$ cat src/rtl/qam_tx_pkg.sv
// Shared types and constants for the 16-QAM transmit scheduler.
// Nibble order and idle symbol live here so every user agrees.
package qam_tx_pkg;

  typedef enum logic [1:0] {
    ST_IDLE  = 2'd0,
    ST_START = 2'd1,
    ST_RUN   = 2'd2
  } state_t;

  localparam logic [3:0] DEF_IDLE_SYMBOL = 4'b0000;
  localparam logic       NIBBLE_HI_FIRST = 1'b1;

  function automatic logic [3:0] pick_nibble(
    input logic [7:0] b,
    input logic       hi
  );
    return hi ? b[7:4] : b[3:0];
  endfunction

endpackage

$ cat src/rtl/qam_byte_fifo.sv
// Byte FIFO between the source and the symbol scheduler.
// Show-ahead read port; registered level drives full/empty.
module qam_byte_fifo #(
  parameter int  DEPTH = 4,
  localparam int AW    = $clog2(DEPTH),
  localparam int LW    = AW + 1
) (
  input  logic          clk,
  input  logic          rst,
  input  logic          push,
  input  logic          pop,
  input  logic [7:0]    wdata,
  output logic [7:0]    rdata,
  output logic          full,
  output logic          empty,
  output logic [LW-1:0] level
);

  logic [7:0]    mem [DEPTH];
  logic [AW-1:0] wptr;
  logic [AW-1:0] rptr;
  logic          wr;
  logic          rd;

  assign full  = (level == LW'(DEPTH));
  assign empty = (level == '0);
  assign wr    = push && !full;
  assign rd    = pop && !empty;
  assign rdata = mem[rptr];

  // storage array; contents are don't-care until written
  always_ff @(posedge clk) begin
    if (wr) mem[wptr] <= wdata;
  end

  // pointers and occupancy, flushed by reset
  always_ff @(posedge clk) begin
    if (!rst) begin
      wptr  <= '0;
      rptr  <= '0;
      level <= '0;
    end else begin
      if (wr) wptr <= wptr + AW'(1);
      if (rd) rptr <= rptr + AW'(1);
      unique case ({wr, rd})
        2'b10:   level <= level + LW'(1);
        2'b01:   level <= level - LW'(1);
        default: level <= level;
      endcase
    end
  end

endmodule

$ cat src/rtl/qam_tx_scheduler.sv
// 16-QAM transmit scheduler: byte FIFO, nibble split, SPS hold,
// continuous carrier phase and idle-symbol insertion on underrun.
module qam_tx_scheduler
  import qam_tx_pkg::*;
#(
  parameter int         FIFO_DEPTH  = 4,
  parameter int         SPS         = 8,
  parameter int         PHASE_W     = 6,
  parameter int         PHASE_STEP  = 8,
  parameter logic [3:0] IDLE_SYMBOL = DEF_IDLE_SYMBOL,
  localparam int        LW          = $clog2(FIFO_DEPTH) + 1
) (
  input  logic               clk,
  input  logic               rst,
  input  logic               en,
  input  logic [7:0]         s_data,
  input  logic               s_valid,
  output logic               s_ready,
  input  logic               clr_underrun,
  output logic               mod_start,
  output logic [3:0]         sym_data,
  output logic               sym_strobe,
  output logic               sample_valid,
  output logic [PHASE_W-1:0] phase_addr,
  output logic               busy,
  output logic               underrun,
  output logic [LW-1:0]      fifo_level
);

  localparam int CW = $clog2(SPS);
  localparam logic [PHASE_W-1:0] STEP = PHASE_W'(PHASE_STEP);

  state_t        state;
  state_t        state_next;
  logic [7:0]    shreg;
  logic [7:0]    rdata;
  logic          nib_sel;
  logic          idle_sym;
  logic [CW-1:0] cnt;
  logic          push;
  logic          pop;
  logic          full;
  logic          empty;
  logic          last;
  logic          on_first;
  logic          byte_end;
  logic          ur_set;

  assign s_ready  = !full;
  assign push     = s_valid && !full;
  assign last     = (cnt == CW'(SPS - 1));
  assign on_first = (nib_sel == NIBBLE_HI_FIRST);
  assign byte_end = last && (idle_sym || !on_first);
  assign ur_set   = (state == ST_RUN) && byte_end && en && empty;

  qam_byte_fifo #(
    .DEPTH (FIFO_DEPTH)
  ) u_fifo (
    .clk   (clk),
    .rst   (rst),
    .push  (push),
    .pop   (pop),
    .wdata (s_data),
    .rdata (rdata),
    .full  (full),
    .empty (empty),
    .level (fifo_level)
  );

  // next state and pop decision at start and byte boundaries
  always_comb begin
    state_next = state;
    pop        = 1'b0;
    unique case (state)
      ST_IDLE: begin
        if (en && !empty) state_next = ST_START;
      end
      ST_START: begin
        pop        = 1'b1;
        state_next = ST_RUN;
      end
      ST_RUN: begin
        if (byte_end) begin
          if (!en) state_next = ST_IDLE;
          else if (!empty) pop = 1'b1;
        end
      end
      default: state_next = ST_IDLE;
    endcase
  end

  // state register plus the status outputs aligned with it
  always_ff @(posedge clk) begin
    if (!rst) begin
      state     <= ST_IDLE;
      mod_start <= 1'b0;
      busy      <= 1'b0;
    end else begin
      state     <= state_next;
      mod_start <= (state_next == ST_START);
      busy      <= (state_next != ST_IDLE);
    end
  end

  // registered sample stream: symbol, strobe and carrier phase
  always_ff @(posedge clk) begin
    if (!rst) begin
      shreg        <= '0;
      nib_sel      <= NIBBLE_HI_FIRST;
      idle_sym     <= 1'b0;
      cnt          <= '0;
      sym_data     <= '0;
      sym_strobe   <= 1'b0;
      sample_valid <= 1'b0;
      phase_addr   <= '0;
    end else if (state == ST_START) begin
      shreg        <= rdata;
      nib_sel      <= NIBBLE_HI_FIRST;
      idle_sym     <= 1'b0;
      cnt          <= '0;
      sym_data     <= pick_nibble(rdata, NIBBLE_HI_FIRST);
      sym_strobe   <= 1'b1;
      sample_valid <= 1'b1;
      phase_addr   <= '0;
    end else if (state == ST_RUN) begin
      if (!last) begin
        cnt        <= cnt + CW'(1);
        sym_strobe <= 1'b0;
        phase_addr <= phase_addr + STEP;
      end else if (!byte_end) begin
        cnt        <= '0;
        nib_sel    <= ~nib_sel;
        sym_data   <= pick_nibble(shreg, ~nib_sel);
        sym_strobe <= 1'b1;
        phase_addr <= phase_addr + STEP;
      end else if (!en) begin
        cnt          <= '0;
        sym_strobe   <= 1'b0;
        sample_valid <= 1'b0;
      end else if (!empty) begin
        shreg      <= rdata;
        nib_sel    <= NIBBLE_HI_FIRST;
        idle_sym   <= 1'b0;
        cnt        <= '0;
        sym_data   <= pick_nibble(rdata, NIBBLE_HI_FIRST);
        sym_strobe <= 1'b1;
        phase_addr <= phase_addr + STEP;
      end else begin
        idle_sym   <= 1'b1;
        cnt        <= '0;
        sym_data   <= IDLE_SYMBOL;
        sym_strobe <= 1'b1;
        phase_addr <= phase_addr + STEP;
      end
    end
  end

  // sticky underrun flag; a new underrun beats a clear
  always_ff @(posedge clk) begin
    if (!rst) underrun <= 1'b0;
    else if (ur_set) underrun <= 1'b1;
    else if (clr_underrun) underrun <= 1'b0;
  end

endmodule
$ cat config.mk
export PLATFORM = sky130hd
export DESIGN_NAME = qam_tx_scheduler
export DESIGN_NICKNAME = d
export VERILOG_FILES = /design/src/rtl/qam_tx_pkg.sv /design/src/rtl/qam_byte_fifo.sv /design/src/rtl/qam_tx_scheduler.sv
export SDC_FILE = /design/constraint.sdc
export NUM_CORES = 1
export LEC_CHECK = 0
export ABC_AREA = 1
export CAP_MARGIN = 20
export CORE_ASPECT_RATIO = 0.7
export CORE_MARGIN = 2
export CORE_UTILIZATION = 50
export CTS_BUF_LIST = sky130_fd_sc_hd__clkbuf_4
export CTS_CLUSTER_DIAMETER = 50
export DETAILED_ROUTE_END_ITERATION = 8
export GPL_ROUTABILITY_DRIVEN = 0
export PLACE_DENSITY = 0.73
export SLEW_MARGIN = 10
export SYNTH_ARGS = -nofsm -noshare
export SYNTH_HDL_FRONTEND = slang
export SYNTH_HIERARCHICAL = 1
export SYNTH_SLANG_ARGS = --single-unit
$ cat constraint.sdc
create_clock -name clk -period 2.8 [get_ports clk]
set_input_delay 0.56 -clock clk [delete_from_list [all_inputs] [get_ports clk]]
set_output_delay 0.56 -clock clk [all_outputs]
set_load 0.02 [all_outputs]
* After elaboration in Yosys (flattened, before gate mapping)
Memory sizes are Yosys's and may differ from the RTL's. A register that Yosys moved wholly into a read port is not among the register bits.
Cells that the tools add are included.
** Storage, ports and cells
- Word-level logic and storage cells :: 111
- Output and inout port bits :: 19
- Input port bits :: 13
- Memories kept :: 1
- Memory bits (writable) :: 32
- Bits in registers :: 37
** Memory list
- u_fifo.mem :: words 4, width 8, rd ports 1, clocked after Yosys merged registers in 1, wr ports 1, line qam_byte_fifo.sv:19 : logic [7:0] mem [DEPTH];
** Operators by class
- Mux-type cells :: 46
- Add/subtract/negate cells :: 6
- Reduce and logical (&&, ||, !) cells :: 28
- Bitwise operators :: 2
- Equal/unequal tests :: 13
** Operators with widths (count)
- $mux 8 :: 6
- $mux 4 :: 7
- $mux 1 :: 21
- $mux 6 :: 3
- $reduce_bool 2->1 :: 7
- $reduce_and 4->1 :: 3
- $mux 2 :: 5
- $logic_and 1x1->1 :: 8
- $add 3x1->3 const B :: 2
- $add 6x4->6 const B :: 1
- $eq 2x1->1 const B :: 3
- $eq 3x3->1 const B :: 2
- $pmux 2 s3 :: 1
- $pmux 3 s2 :: 1
- $reduce_and 5->1 :: 1
- $add 2x1->2 const B :: 2
- $eq 2x2->1 const B :: 2
- $ne 2x1->1 const B :: 2
- $ne 2x2->1 const B :: 2
- $logic_not 1->1 :: 3
- $logic_not 3->1 :: 1
- $mux 3 :: 1
- $ne 3x2->1 const B :: 1
- $ne 3x3->1 const B :: 1
- 8 further kinds :: 9

* Logic depth before layout (Yosys ltp)
- Word-level depth :: 8
- Mapped depth :: 19
- Gate-level depth less buffers :: 19

* Modules after synthesis
Netlist, hierarchy kept.
** By module, submodules not included
- qam_byte_fifo :: instances 1, seq. area each 1141.1 um^2, cells each 145, area each 1681.6 um^2
- qam_tx_scheduler :: instances 1, seq. area each 540.5 um^2, cells each 209, area each 1441.4 um^2

* Worst setup path before layout
OpenSTA, ideal clock, no wires.
- Kind :: register -> register
- Start :: register u_fifo.level[0]
- End :: register u_fifo.level[2]
- Arrival time :: 2.283 ns
- Setup time :: 0.110 ns
- Data required time :: 2.690 ns
- Stages on the path, launching flop included :: 20
- Period minus slack after synthesis :: 2.392 ns
- Path buffers :: 0
- Setup slack :: 0.408 ns
- Path through :: dfxtp_1 > inv_1 > nand3_1 > inv_1 > inv_1 > nand2_1 > inv_1 > nand3_1 > a21oi_1 > inv_1 > nor2_1 > ha_1 > inv_1 > fa_1 > inv_1 > nand2_1 > nand3_1 > nand2_1 > inv_1 > nor2_1
** Between the ends
- Word-level cells in the longest chain between the ends :: 8
- Elaborated cells on any way between the ends :: 17
- Those cells by class :: add/sub (2); eq/ne (3); mux (5); reduce/logical (7)
** Ends and longest elaborated chain
- start: declaration :: line qam_byte_fifo.sv:16 : output logic [LW-1:0] level
- start signal: assignment :: line qam_byte_fifo.sv:46 : 2'b10: level <= level + LW'(1);
- start signal: assignment :: line qam_byte_fifo.sv:47 : 2'b01: level <= level - LW'(1);
- start signal: assignment :: line qam_byte_fifo.sv:48 : default: level <= level;
- $logic_not 3->1 * :: line qam_byte_fifo.sv:26 : assign empty = (level == '0);
- via empty :: line qam_tx_scheduler.sv:43 : logic empty;
- $mux 1 * :: line qam_tx_scheduler.sv:85 : else if (!empty) pop = 1'b1;
- $mux 1 * :: line qam_tx_scheduler.sv:84 : if (!en) state_next = ST_IDLE;
- $mux 1 * :: line qam_tx_scheduler.sv:83 : if (byte_end) begin
- $pmux 1 s2 * :: line qam_tx_scheduler.sv:74 : unique case (state)
- via pop :: line qam_tx_scheduler.sv:41 : logic pop;
- $logic_and 1x1->1 * :: line qam_byte_fifo.sv:28 : assign rd = pop && !empty;
- via u_fifo.rd :: line qam_byte_fifo.sv:23 : logic rd;
- $eq 2x1->1 or $eq 2x2->1 (tied branches) :: line qam_byte_fifo.sv:45 : unique case ({wr, rd})
- $pmux 3 s2 or $reduce_bool 2->1 (tied branches)
Mark *: on every way through the listed nets, which the timed path passes. The rest lies on a longest branch.
A chain may end at the register's enable or synchronous reset.

* Worst setup path after layout
- Start :: register state[0]
- End :: register u_fifo.level[2]
** Between the ends
- Word-level cells in the longest chain between the ends :: 5
- Elaborated cells on any way between the ends :: 8
- Those cells by class :: eq/ne (4); mux (2); reduce/logical (2)
** Ends and longest elaborated chain
- start: declaration :: line qam_tx_scheduler.sv:33 : state_t state;
- start signal: assignment :: line qam_tx_scheduler.sv:99 : state <= state_next;
- $eq 2x2->1 or $eq 2x1->1 (tied branches) :: line qam_tx_scheduler.sv:74
- $pmux 1 s2 * :: line qam_tx_scheduler.sv:74
- via pop :: line qam_tx_scheduler.sv:41
- $logic_and 1x1->1 * :: line qam_byte_fifo.sv:28
- via u_fifo.rd :: line qam_byte_fifo.sv:23
- $eq 2x1->1 or $eq 2x2->1 (tied branches) :: line qam_byte_fifo.sv:45
- $pmux 3 s2 or $reduce_bool 2->1 (tied branches)
Marked as above.

==> impl_metrics.json <==
{
  "status": "finished, final reports clean",
  "crit_slowest_cell": "ha_1",
  "finalClockSkew_ns": 0.0129,
  "fin_crit_ns": 2.52,
  "cts_made_buffers": 9,
  "cts_root_buf": "clkbuf_4",
  "finalHoldWorstSlack_ns": 0.475,
  "postPlaceCellArea_um2": 3490,
  "maxCapViolations": 0,
  "vias": 2373,
  "path_cells": "inv_1 > ha_1 > nand3_1 > a21oi_1 > inv_1 > nor2_1 > ha_1 > inv_1 > fa_1 > nand2_1 > nand4_1 > nand2_1 > nor2_1",
  "setup_viol": 0,
  "initial_utilization_pct": 51.0,
  "wire_per_inst_um": 12.3,
  "synth.largest_area_cell": "edfxtp_1",
  "grt_pass1_vias": 2324,
  "n_fill_cell": 529,
  "worstReg2RegStart": "state[0]",
  "antenna_found_initial": 0,
  "ys_types": 30,
  "dieArea_um2": 6900,
  "synth.most_common_cell": "nand2_1",
  "htreeDepth": 3,
  "vdd_drop_max_uv": 365,
  "rrSetupSlack_ns": 0.28,
  "antennaDiodeCount": 0,
  "synth_seq_cells": 68,
  "min-delay-start": "sym_strobe",
  "cp_data_required_time_ns": 3.12,
  "regArea_um2": 1680,
  "clk_pin_slew_ns": 0.11,
  "pin_count": 32,
  "holdBufCountCts": 0,
  "cts_tree": "yes",
  "rsz0062_at_grt": "false",
  "totalPowerFinal_mw": 2.30,
  "hold_path_end": "sym_strobe",
  "globalRouteTotalUtil_pct": 18.8,
  "synth_edf_count": 32,
  "end_kind": "register",
  "cp_slowest_stage_delay_ns": 0.40,
  "overflow": 0,
  "maxSlewViolCount": 0,
  "period_share_pct": 90.0,
  "max_clock_freq_ghz": 0.397,
  "finalHoldViolCount": 0,
  "grt_pass1_wl_mm": 10.2,
  "dr.pass1.iters": 4,
  "fin_setup_tns_ns": 0,
  "holdPathStages": 2,
  "synthTopCellsByCount": "67 x nand2_1, 54 x inv_1, 51 x nor2_1, 36 x dfxtp_1, 32 x edfxtp_1",
  "layout.cells.non_filler": 478,
  "synthTopCellsByArea": "edfxtp_1 31%, dfxtp_1 23%, nand2_1 8.1%, inv_1 6.5%, nor2_1 6.1%",
  "final_area_um2": 3710,
  "syn_area_um2": 3120,
  "insertion_delay_ns": 0.42,
  "nets": 421,
  "r2r-end": "u_fifo/level[2]",
  "numPortBuffers": 28,
  "multiInputGateArea_um2": 1160,
  "antenna_left": 0,
  "crit_buf_inv": 3,
  "p_leak_nw": 1.63,
  "powerDensity_nw_per_um2": 621,
  "drt_iter0_markers": 188,
  "clk_path_buf_depth": 2,
  "cp_max_fo": 10,
  "num_rows": 24,
  "die_y_um": 70.1,
  "area_delta_synth_final_pct": 18.8,
  "synth-seq-area-share_pct": 53.8,
  "cpMostUsedCell": "inv_1",
  "netlist_instances": 354,
  "path_class": "register to register",
  "drc": 0,
  "core_um2": 6130,
  "syn_area_per_cell_um2": 8.82,
  "dp_cells": 462,
  "viasPerCell": 4.96,
  "rr_worst_depth": 13,
  "synth_top_area_share_pct": 30.8,
  "final_layout_size_suffix_gt1_share_pct": 11.8,
  "synthArstFlopShare_pct": 0,
  "fp.dieW_um": 98.5,
  "hold_class": "register to register",
  "crit_arrival_ns": 2.84,
  "dp_hpwl_mm": 4.24,
  "finalWirelength_mm": 5.88,
  "cp-start-kind": "register",
  "grt_max_degree": 21,
  "ys.flop_type": "dfxtp_1",
  "yosysWarningCount": 6,
  "clock_sinks": 68,
  "cp_top_family": "adder cells"
}
-- logic make-up after synthesis --
kind of cell | after synthesis | share of synthesized area (%)
and+or+nand+nor | 155 | 21.6
DFF | 68 | 53.8
buffers and inverters | 65 | 9.29
AOI/OAI and AO/OA | 51 | 9.38
adders and majority gates | 13 | 5.45
xor gates and xnor gates | 1 | 0.280
other | 1 | 0.120
-- layer usage --
layer / track usage [%] / wire (um)
met1: 25.0 / 2830
met4: 8.22 / 113
met5: 0 / 0
met2: 27.9 / 2570
met3: 6.51 / 365
-- sequential cells by signal, indices dropped and copies added, names as in the netlist, 2 cells and up, named ones only --
name          count
cnt               3
sym_data          4
u_fifo/wptr       2
u_fifo/level      3
shreg             8
phase_addr        3
u_fifo/rptr       2
state             2
u_fifo/mem       32
-- stage by stage --
stage | setup WS [ns] | util [%]
floorplan | 0.408 | -
detailed placement | 0.0105 | 57.0
global route | 0.00376 | 60.5
finish | 0.280 | 60.5
CTS | 0.214 | 60.5
global placement | 0.126 | 57.0
-- worst max-delay path by stage --
stage                                from  cells past startpoint  slack (ns)               to
final                            state[0]                     13        0.28  u_fifo/level[2]
after global routing      u_fifo/level[1]                     18       0.004  u_fifo/level[2]
after CTS                          cnt[0]                     15        0.21  u_fifo/level[2]
after detailed placement               en                     14        0.01  u_fifo/level[2]
after global placement                 en                     16        0.13  u_fifo/level[2]
after floorplan           u_fifo/level[0]                     19        0.41  u_fifo/level[2]
-- power breakdown --
part | internal, mW | switching (mW)
Clock | 0.549 | 0.358
Combinational | 0.107 | 0.177
Sequential | 1.09 | 0.0224
-- area by class of cell --
cell class | count | share of cell area [%]
clock buffer | 9 | 1.82
clock inverter | 7 | 3.95
inverter | 57 | 5.77
multi-input combinational | 223 | 31.3
sequential | 68 | 45.3
tap | 78 | 2.63
timing repair buffer | 36 | 9.18
-- cells in the final DEF (no fill, tap or decap), drive strengths merged, types with 9 or more instances in the layout --
cell            n
nand2          73
inv            59
nor2           59
dfxtp          36
edfxtp         32
clkdlybuf4s50  28
o21ai          22
a21oi          19
nand3          18
ha             12
clkbuf          9
-- worst register-to-register path, cell delays in order, from the launching register on --
cell and delay (ns):
dfxtp_1 0.36, inv_1 0.14, ha_1 0.40, nand3_1 0.18, a21oi_1 0.21, inv_1 0.06
nor2_1 0.12, ha_1 0.17, inv_1 0.07, fa_1 0.39, nand2_1 0.10, nand4_1 0.11
nand2_1 0.08, nor2_1 0.04
-- repair_timing --
item,4_1_cts,5_1_grt
setup endpoints to repair,0,1
resized for setup,0,1
setup buffers,0,0
Note: power is estimated with default switching activity, not from simulation.
